**config.mk**
```make
export PLATFORM = sky130hd
export DESIGN_NAME = pattern_core_scheduler
export DESIGN_NICKNAME = d
export VERILOG_FILES = /design/src/rtl/pattern_sched_pkg.sv /design/src/rtl/pattern_core_scheduler_rr_arbiter.sv /design/src/rtl/pattern_core_scheduler.sv
export SDC_FILE = /design/constraint.sdc
export NUM_CORES = 1
export LEC_CHECK = 0
export BUFFER_PORTS_ARGS = -buffer_cell sky130_fd_sc_hd__clkbuf_2
export CAP_MARGIN = 5
export CORE_UTILIZATION = 35
export CTS_BUF_LIST = sky130_fd_sc_hd__clkbuf_2 sky130_fd_sc_hd__clkbuf_4 sky130_fd_sc_hd__clkbuf_8
export CTS_CLUSTER_SIZE = 28
export DETAILED_ROUTE_END_ITERATION = 7
export SETUP_SLACK_MARGIN = 0.3
export SYNTH_ARGS = -nofsm -noshare
export SYNTH_HDL_FRONTEND = slang
export SYNTH_SLANG_ARGS = --single-unit
```
**constraint.sdc**
```tcl
create_clock -name blif_clk_net -period 8.4 [get_ports blif_clk_net]
set_input_delay 1.68 -clock blif_clk_net [delete_from_list [all_inputs] [get_ports blif_clk_net]]
set_output_delay 1.68 -clock blif_clk_net [all_outputs]
set_load 0.01 [all_outputs]
```
**src/rtl/pattern_sched_pkg.sv**
```systemverilog
// Shared types and constants for the pattern-core scheduler: FSM state encoding,
// default geometry, and the index-width helper used for requester IDs.
package pattern_sched_pkg;

    typedef enum logic [1:0] {
        IDLE = 2'd0,
        WAIT = 2'd1,
        RESP = 2'd2
    } sched_state_t;

    localparam int DEF_NUM_REQ  = 4;
    localparam int DEF_IN_W     = 11;
    localparam int DEF_OUT_W    = 11;
    localparam int DEF_CORE_LAT = 2;

    // A requester index needs at least one bit, even with a single requester.
    function automatic int idx_w(input int n);
        return (n <= 1) ? 1 : $clog2(n);
    endfunction

endpackage

```
**src/rtl/pattern_core_scheduler_rr_arbiter.sv**
```systemverilog
// Combinational round-robin arbiter: zero latency, grants the first requester at or
// after i_ptr (cyclic); no backpressure of its own, the caller decides when a grant counts.
module rr_arbiter
    import pattern_sched_pkg::*;
#(
    parameter int N  = DEF_NUM_REQ,
    parameter int IW = idx_w(N)
) (
    input  logic [N-1:0]  i_req,
    input  logic [IW-1:0] i_ptr,
    output logic [N-1:0]  o_grant,
    output logic [IW-1:0] o_idx,
    output logic          o_any
);

    logic [IW-1:0] w_pos;

    // Scan from the farthest candidate back to i_ptr so the nearest set bit wins.
    always_comb begin
        o_grant = '0;
        o_idx   = '0;
        o_any   = 1'b0;
        w_pos   = '0;
        for (int k = N - 1; k >= 0; k--) begin
            w_pos = IW'((int'(i_ptr) + k) % N);
            if (i_req[w_pos]) begin
                o_grant        = '0;
                o_grant[w_pos] = 1'b1;
                o_idx          = w_pos;
                o_any          = 1'b1;
            end
        end
    end

endmodule

```
**src/rtl/pattern_core_scheduler.sv**
```systemverilog
// Time-shares one pattern core among NUM_REQ requesters: accept-to-response CORE_LAT edges,
// one transaction in flight; rsp_ready low parks the result in RESP and blocks new grants.
module pattern_core_scheduler
    import pattern_sched_pkg::*;
#(
    parameter int NUM_REQ  = DEF_NUM_REQ,
    parameter int IN_W     = DEF_IN_W,
    parameter int OUT_W    = DEF_OUT_W,
    parameter int CORE_LAT = DEF_CORE_LAT
) (
    input  logic                        blif_clk_net,
    input  logic                        blif_reset_net,
    input  logic [NUM_REQ-1:0]          req_valid,
    input  logic [NUM_REQ*IN_W-1:0]     req_vec,
    output logic [NUM_REQ-1:0]          req_ready,
    output logic                        rsp_valid,
    input  logic                        rsp_ready,
    output logic [OUT_W-1:0]            rsp_data,
    output logic [idx_w(NUM_REQ)-1:0]   rsp_id,
    output logic [IN_W-1:0]             core_in,
    input  logic [OUT_W-1:0]            core_out,
    output logic                        busy,
    output logic [15:0]                 txn_count
);

    localparam int ID_W  = idx_w(NUM_REQ);
    localparam int CNT_W = $clog2(CORE_LAT + 1);

    sched_state_t     r_state;
    sched_state_t     w_state_nxt;
    logic [ID_W-1:0]  r_rr_ptr;
    logic [CNT_W-1:0] r_wait_cnt;
    logic [IN_W-1:0]  r_core_in;
    logic [OUT_W-1:0] r_rsp_data;
    logic [ID_W-1:0]  r_rsp_id;
    logic [15:0]      r_txn_count;

    logic [NUM_REQ-1:0] w_grant;
    logic [ID_W-1:0]    w_gnt_idx;
    logic               w_gnt_any;
    logic [IN_W-1:0]    w_vec [NUM_REQ];
    logic               w_last_wait;

    rr_arbiter #(
        .N  (NUM_REQ),
        .IW (ID_W)
    ) u_arb (
        .i_req   (req_valid),
        .i_ptr   (r_rr_ptr),
        .o_grant (w_grant),
        .o_idx   (w_gnt_idx),
        .o_any   (w_gnt_any)
    );

    always_comb begin
        for (int i = 0; i < NUM_REQ; i++) begin
            w_vec[i] = req_vec[i*IN_W +: IN_W];
        end
    end

    assign w_last_wait = (r_wait_cnt == CNT_W'(1));

    always_ff @(posedge blif_clk_net or negedge blif_reset_net) begin
        if (!blif_reset_net) begin
            r_state <= IDLE;
        end else begin
            r_state <= w_state_nxt;
        end
    end

    always_comb begin
        w_state_nxt = r_state;
        case (r_state)
            IDLE:    if (w_gnt_any)   w_state_nxt = WAIT;
            WAIT:    if (w_last_wait) w_state_nxt = RESP;
            RESP:    if (rsp_ready)   w_state_nxt = IDLE;
            default: w_state_nxt = IDLE;
        endcase
    end

    always_ff @(posedge blif_clk_net or negedge blif_reset_net) begin
        if (!blif_reset_net) begin
            r_rr_ptr    <= '0;
            r_wait_cnt  <= '0;
            r_core_in   <= '0;
            r_rsp_data  <= '0;
            r_rsp_id    <= '0;
            r_txn_count <= '0;
        end else begin
            case (r_state)
                IDLE: if (w_gnt_any) begin
                    r_core_in  <= w_vec[w_gnt_idx];
                    r_rsp_id   <= w_gnt_idx;
                    r_wait_cnt <= CNT_W'(CORE_LAT);
                    r_rr_ptr   <= (w_gnt_idx == ID_W'(NUM_REQ - 1)) ? '0 : w_gnt_idx + ID_W'(1);
                end
                WAIT: begin
                    r_wait_cnt <= r_wait_cnt - CNT_W'(1);
                    if (w_last_wait) r_rsp_data <= core_out;
                end
                // Core input returns to zero between transactions so idle cycles see a known vector.
                RESP: if (rsp_ready) begin
                    r_txn_count <= r_txn_count + 16'd1;
                    r_core_in   <= '0;
                end
                default: ;
            endcase
        end
    end

    // A grant only counts in IDLE and never while reset is asserted.
    assign req_ready = (r_state == IDLE && blif_reset_net) ? w_grant : '0;
    assign rsp_valid = (r_state == RESP);
    assign busy      = (r_state != IDLE);
    assign rsp_data  = r_rsp_data;
    assign rsp_id    = r_rsp_id;
    assign core_in   = r_core_in;
    assign txn_count = r_txn_count;

endmodule

```
* Yosys cells after proc, flatten, opt, wreduce, memory -nomap -nowiden *
Index checks and enable logic that the tools add are counted.

operators by class
  add/sub/neg operators = 6
  $lt $le $gt $ge = 9
  muxes and demuxes = 42
  bitwise operators = 1
  equality and inequality tests = 7
  reductions and logical operators = 15

operator list
  cell                   count
  $mux 11                4
  $bmux 11 s2            1
  $pmux 11 s2            1
  $mux 4                 5
  $mux 2                 9
  $add 16x1->16 const B  1
  $lt 2x3->1 const B     4
  $mux 1                 12
  $bmux 1 s2             4
  $demux 1 s2            4
  $ge 2x1->1 const B     4
  $reduce_and 2->1       4
  $pmux 2 s3             1
  $reduce_and 3->1       2
  $reduce_bool 2->1      3
  $logic_and 1x1->1      5
  $add 2x1->2 const B    2
  $add 2x2->2 const B    2
  $eq 2x1->1 const B     2
  $eq 2x2->1 const B     2
  $ne 2x1->1 const B     2
  $pmux 2 s2             1
  $ge 3x3->1 const B     1
  $not 2->3              1
  3 further kinds        3

word-level totals
  output and inout bits = 46
  word-level logic and storage cells = 87
  register bits = 46
  input port bits = 62

* Longest topological paths before layout *
Gate-level depths: netlist of run 1.

  depth after elaboration = 13
  gate-level depth with buffers = 11
  gate-level depth less buffers = 8

* By module *
From an unflattened synthesis of run 1, not the netlist that was laid out.

second synthesis, totals
  cell total of the unflattened synthesis = 221
  area, all modules = 2787.7 um^2

by module, submodules not included
  module                  times used  seq. area each (um^2)  cells each  area an instance (um^2)
  pattern_core_scheduler  1           1151.1                 160         2278.4
  rr_arbiter              1           0.0                    61          509.2

* Least setup slack after synthesis of run 1 *
Ideal clock, no wire load.

  kind = input -> output
  start = in req_valid[1]
  end = out req_ready[0]
  cell stages on the path = 6
  required time = 6.720 ns
  path slack = 3.539 ns
  data arrival time = 3.181 ns
  buffers on the path = 1
  cells stage by stage = buf_6 > mux4_2 > a211oi_1 > a221o_1 > nand3_1 > a21oi_1

between the ends
  longest elaborated chain between the ends = 7
  elaborated cells between the ends (all ways) = 13
  classes of those cells = mux (13)

RTL lines
  element                       RTL line                                 text
  start, declared               pattern_core_scheduler.sv:13             input logic [NUM_REQ-1:0] req_valid,
  $bmux 1 s2                    pattern_core_scheduler_rr_arbiter.sv:26  if (i_req[w_pos]) begin
  $mux 1 (not written as such)  pattern_core_scheduler_rr_arbiter.sv:26
  $mux 4 (3 in a row)           pattern_core_scheduler_rr_arbiter.sv:26
  $mux 4 *                      pattern_core_scheduler_rr_arbiter.sv:26
  $mux 4 *                      pattern_core_scheduler.sv:112            assign req_ready = (r_state == IDLE && blif_reset_net) ? w_grant : '0;
  end, declared                 pattern_core_scheduler.sv:15             output logic [NUM_REQ-1:0] req_ready,

Every way passes the cells marked *; elsewhere a longest branch is shown, timed or not. The select of a mux whose other input is x is not followed.

* Worst setup path in the final report of run 1 *
  start = in req_valid[1]
  end = out req_ready[3]

Same word-level chain as after synthesis.

==> results.ini, run 1 <==
[outcome]
status=completed

[timing]
max_freq_mhz=194
rsz0062_at_grt=false
hold_viol=0
period_share=0.614
finClkSkew_ns=0.00590
finalSetupTns_ns=0
worst_pin_slew_ns=0.785
hold_ws_ns=0.479
drv_slew=0
setup_viol=0
layout_setup_ws_ns=3.24
slew_headroom=0.475
fin_crit_ns=5.16

[logic_synthesis]
syn_avg_cell_area_um2=10.8
synth-edff-count=0
yosysMostFrequentCell=dfrtp_1
synth_common_cells=dfrtp_1, nand2_1, mux2i_1
synth_seq_cells=46
syn-num-nets=322
netlist.area_leader.share=0.424
synth_cell_types=50
synthFlopType=dfrtp_1
ys_seq_area_frac=0.424
synth.top_cells.by_area=dfrtp_1, mux2i_1, mux2_2
syn_area_um2=2720
synth_async_sr_flop_share=1.00
ys_warn_count=0
yosysTopAreaCell=dfrtp_1
syn_inst=251

[power_and_ir_drop]
powerDensity_nw_per_um2=352
swShare=0.413
leakagePower_nw=1.71
ir_drop_uv=137
power.internal_uw=701
clkPwrFrac=0.137
switchingPower_uw=494
pwr-share-comb=0.556
p_seq_frac=0.307

[finish]
diodes=0
drive_above_1_share=0.392
fillers=734
syn2layout_area_growth_pct=25.1
finalCoreUtilization=0.461
fin_nets=426
stdcell_area_um2=3400

[drt]
vias=2230
wirelength_mm=6.15
initialDrtViolationCount=23
via_per_inst=4.91
firstDrtPassIters=4
ant_nets=0
avgRoutedWirePerCell_um=13.5
drcViolationCount=0

[die]
num_rows=31
die_area_um2=8110
num_io_pins=108
die_w_um=90.1
core_um2=7370
initial_core_util=0.368
die_h_um=90.1

[clock_tree]
clk_pin_slew_ns=0.08
postCtsResizedCells=0
htreeDepth=2
cts_root_buffer=clkbuf_8
cts_sinks=46
ctsLongestPathBuffers=2
postCtsSetupBuffers=0
cts_tree=built
clk_latency_ns=0.29
cts_hold_buf=0
cts_buffers=5

[setup_path]
path_class=primary input to output pin
r2r-start=r_rr_ptr[0]
cp_slowest_cell=mux4_2
cp.required_ns=6.72
critPathTopFamily=compound AO/OA/AOI/OAI gates
r2r_end=r_rr_ptr[1]
cp_cell_sequence=clkbuf_2 > mux4_2 > a211oi_1 > a221o_1 > nand3_1 > a21oi_1 > clkbuf_2
cpPeakStageDelay_ns=0.57
crit_buf_inv=2
r2r_cells=8
r2r_slack_ns=5.10
critPathMaxFanout=9
worstSetupStartpointType=primary input
endpoint_kind=output pin
crit_top_cell=clkbuf_2
worst_ep_arrival_time_ns=3.48

[global_route]
antenna_found_initial=0
overflow=0
grt_pass1_wl_mm=10.3
grt_pass1_vias=2193
track_usage=0.156
grt_max_degree=48

[hold_path]
hold-path-endpoint=rsp_id[1]
min-delay-path-class=flop to flop
min_from=rsp_id[1]
min_path_cells=2

[placement]
port_buffers=107
placed_area_um2=3280
dp_hpwl_mm=4.70
dp_slack_ns=3.26
gp_congestion=0.803

[flow_run]
maxCapViolCount=0

## logic make-up after synthesis
logic type               count (synthesis)  synth area share
AND/OR/NAND/NOR                         84             0.153
multiplexers                            40             0.166
AO/OA/AOI/OAI                           41             0.124
flip-flops                              46             0.424
buffers and inverters                   16            0.0433
adder cells (fa/ha/maj)                  9            0.0415
XOR/XNOR                                15            0.0484
## stage by stage
step           power (mW)  instances
2_1_floorplan       0.899        251
3_3_place_gp         1.03        447
3_5_place_dp         1.05        447
4_1_cts              1.22        454
5_1_grt              1.30        454
6_report             1.19        454
## placed cells by master, fill, tap and decap left out, types with 2 or more instances in the layout
master,Yosys,layout
o21ai_0,5,5
clkbuf_8,0,6
a211oi_1,2,2
or3_1,3,3
nand4_1,4,4
nor2_1,16,16
a21oi_1,6,6
dfrtp_1,46,46
nand2_1,34,34
inv_1,5,5
and4_1,2,2
nand3_1,8,8
mux2_4,2,2
nand2b_1,7,7
a221o_1,4,4
mux4_2,2,2
mux2i_1,23,23
clkbuf_2,0,107
xnor2_1,11,11
xor2_1,4,4
mux2_2,12,12
o221ai_2,2,2
o221ai_1,9,9
ha_1,9,9
a31oi_1,2,2
## per-layer routing
layer,part of all wire,vias to the layer above,GRT usage
met3,0.043,7,0.0372
met2,0.47,54,0.257
met1,0.47,1059,0.203
li1,-,1110,-
met4,0.012,0,0.0484
met5,0,-,0
## flip-flops by register name, summed over array words and instances (netlist names)
name / flops
txn_count: 16
r_wait_cnt: 2
rsp_data: 11
rsp_id: 2
core_in: 11
r_rr_ptr: 2
r_state: 2
## final cells by class
type | instances | area, µm² | area share
clock inverter | 1 | 30.0 | 0.00884
clock buffer | 6 | 82.6 | 0.0243
multi-input combinational | 189 | 1450 | 0.426
sequential | 46 | 1150 | 0.339
timing repair buffer | 108 | 543 | 0.160
inverter | 5 | 18.8 | 0.00553
tap | 99 | 124 | 0.0365
## power groups by stage
| stage | Sequential (mW) | Combinational [mW] | Clock, mW |
|---|---|---|---|
| floorplan | 0.386 | 0.513 | 0 |
| global placement | 0.368 | 0.666 | 0 |
| detailed placement | 0.370 | 0.675 | 0 |
| CTS | 0.368 | 0.676 | 0.172 |
| global route | 0.380 | 0.734 | 0.182 |
| finish | 0.367 | 0.664 | 0.164 |
## worst reg2reg max path, cell delays in order, from the launching register on
cell	delay [ns]
dfrtp_1	0.71
inv_1	0.30
ha_1	0.43
mux4_2	0.36
o21ba_1	0.20
or3_1	0.48
nand2_8	0.26
mux2_2	0.36
a21oi_1	0.13
## how the worst max path moves through the flow
stage | end | cells after the start | slack [ns] | from
floorplan | req_ready[0] | 6 | 3.54 | req_valid[1]
global placement | req_ready[2] | 7 | 3.29 | req_valid[1]
detailed placement | req_ready[0] | 7 | 3.26 | req_valid[1]
CTS | req_ready[0] | 7 | 3.25 | req_valid[1]
global route | req_ready[0] | 7 | 3.05 | req_valid[1]
finish | req_ready[3] | 7 | 3.24 | req_valid[1]
No activity file was read; power rests on OpenSTA's default activity.
==> run 2: changes to the inputs <==
- clock period: 8.4 -> 5.4 ns (I/O delays scaled with it)
==> run 2 against run 1 <==
- final cell count unchanged
- hold slack better by 0.0022 ns
- clock power up 25%
- cell area down 0.85%
- sequential power up 55%
- critical path depth up 1
- via count up 1.7%
- register-to-register slack worse by 3.0 ns
- largest power group unchanged
- clock skew up 0.0016 ns
- first-iteration DRC count rose to 4.2 times the previous value
==> results.ini, run 2 (synthesis gave the netlist of run 1 again) <==
[setup_path]
r2r-start=r_rr_ptr[0]
worstSetupStartpointType=flop
cp.required_ns=4.32
r2r_end=r_rr_ptr[1]
endpoint_kind=output pin
worst_ep_arrival_time_ns=2.98
critPathMaxFanout=15
r2r_slack_ns=2.12
path_class=flop to output pin
worstSetupStartpoint=r_rr_ptr[0]
r2r_cells=8

[clock_tree]
cts_hold_buf=0
postCtsResizedCells=0
ctsLongestPathBuffers=2
cts_root_buffer=clkbuf_8
htreeDepth=2
clk_pin_slew_ns=0.08
cts_tree=built
postCtsSetupBuffers=0
clk_latency_ns=0.29
cts_sinks=46
cts_buffers=5

[global_route]
grt_pass1_vias=2165
grt_max_degree=47
track_usage=0.157
antenna_found_initial=0
overflow=0
grt_pass1_wl_mm=10.5

[drt]
avgRoutedWirePerCell_um=14.1
via_per_inst=5.00
vias=2269
highest_layer=met4
wirelength_mm=6.41
firstDrtPassIters=4
drcViolationCount=0
initialDrtViolationCount=97
met3_length_um=361
met2_length_mm=3.02
met1_length_mm=2.96
ant_nets=0

[timing]
fin_crit_ns=4.06
setup_viol=0
finClkSkew_ns=0.00753
slew_headroom=0.494
worst_pin_slew_ns=0.756
drv_slew=0
hold_viol=0
hold_ws_ns=0.481
rsz0062_at_grt=false
max_freq_mhz=246
finalSetupTns_ns=0
period_share=0.753
layout_setup_ws_ns=1.34

[die]
num_io_pins=108
die_w_um=90.1
num_rows=31
die_area_um2=8110
die_h_um=90.1
initial_core_util=0.368
core_um2=7370

[power_and_ir_drop]
power.internal_mw=1.03
p_seq_frac=0.313
pwr-share-comb=0.574
ir_drop_uv=234
switchingPower_uw=784
powerDensity_nw_per_um2=539
clkPwrFrac=0.113
swShare=0.432
leakagePower_nw=1.69

[hold_path]
min_from=rsp_id[1]
hold-path-endpoint=rsp_id[1]
min_path_cells=2
min-delay-path-class=flop to flop

[flow_run]
maxCapViolCount=0

[placement]
dp_hpwl_mm=4.85
dp_slack_ns=1.46
gp_congestion=0.778
port_buffers=107

[finish]
largest_reg_flops=16
mostFrequentLayoutCells=clkbuf_2, dfrtp_1, nand2_1, mux2i_1, nor2_1
final_common_cell=clkbuf_2
fin_nets=426
drive_above_1_share=0.392
syn2layout_area_growth_pct=24.0
finalCoreUtilization=0.457
diodes=0

[outcome]
status=completed

[run 2: changes by cell type in the layout (fill, tap and decap cells not counted), sizes merged]
cell      change
bufinv        -1
clkinvlp      +2
clkbuf        -1
[run 2: routing by layer]
layer | GRT usage | up-vias
met2 | 0.246 | 65
met3 | 0.0415 | 7
met5 | 0 | -
met4 | 0.0403 | 0
met1 | 0.216 | 1085
li1 | - | 1112
[run 2: per-stage QoR]
step,cells,total power [mW],area (µm²)
after floorplan,251,1.40,2720
after global placement,447,1.60,3280
after detailed placement,447,1.63,3280
after CTS,454,1.84,3370
after global routing,454,1.96,3370
final,454,1.82,3370
[run 2: worst max-delay path by stage]
| stage | cells past startpoint | endpoint | slack, ns |
|---|---|---|---|
| after global routing | 9 | req_ready[2] | 1.01 |
| after CTS | 9 | req_ready[0] | 1.33 |
| after global placement | 7 | req_ready[2] | 1.49 |
| final | 8 | req_ready[0] | 1.34 |
| after floorplan | 6 | req_ready[0] | 1.74 |
| after detailed placement | 7 | req_ready[0] | 1.46 |
[run 2: critical path: stages (launching register included)]
cell      delay [ns]
dfrtp_1         0.71
inv_1           0.29
ha_1            0.43
mux2i_1         0.16
a211oi_1        0.47
a221o_1         0.23
nand3_1         0.08
a21oi_1         0.18
clkbuf_2        0.15
[run 2: layout make-up]
class / instances / area, µm²
Multi-Input combinational cell: 189 / 1450
Fill cell: 748 / 4000
Tap cell: 99 / 124
Clock inverter: 2 / 15.0
Clock buffer: 5 / 68.8
Timing Repair Buffer: 108 / 543
Inverter: 5 / 18.8
Sequential cell: 46 / 1150
[run 2: power by group through the flow]
stage / logic (mW) / clock network [mW] / registers [mW]
floorplan: 0.798 / 0 / 0.600
detailed placement: 1.05 / 0 / 0.574
global placement: 1.03 / 0 / 0.571
global route: 1.14 / 0.226 / 0.590
CTS: 1.06 / 0.214 / 0.569
finish: 1.04 / 0.205 / 0.569
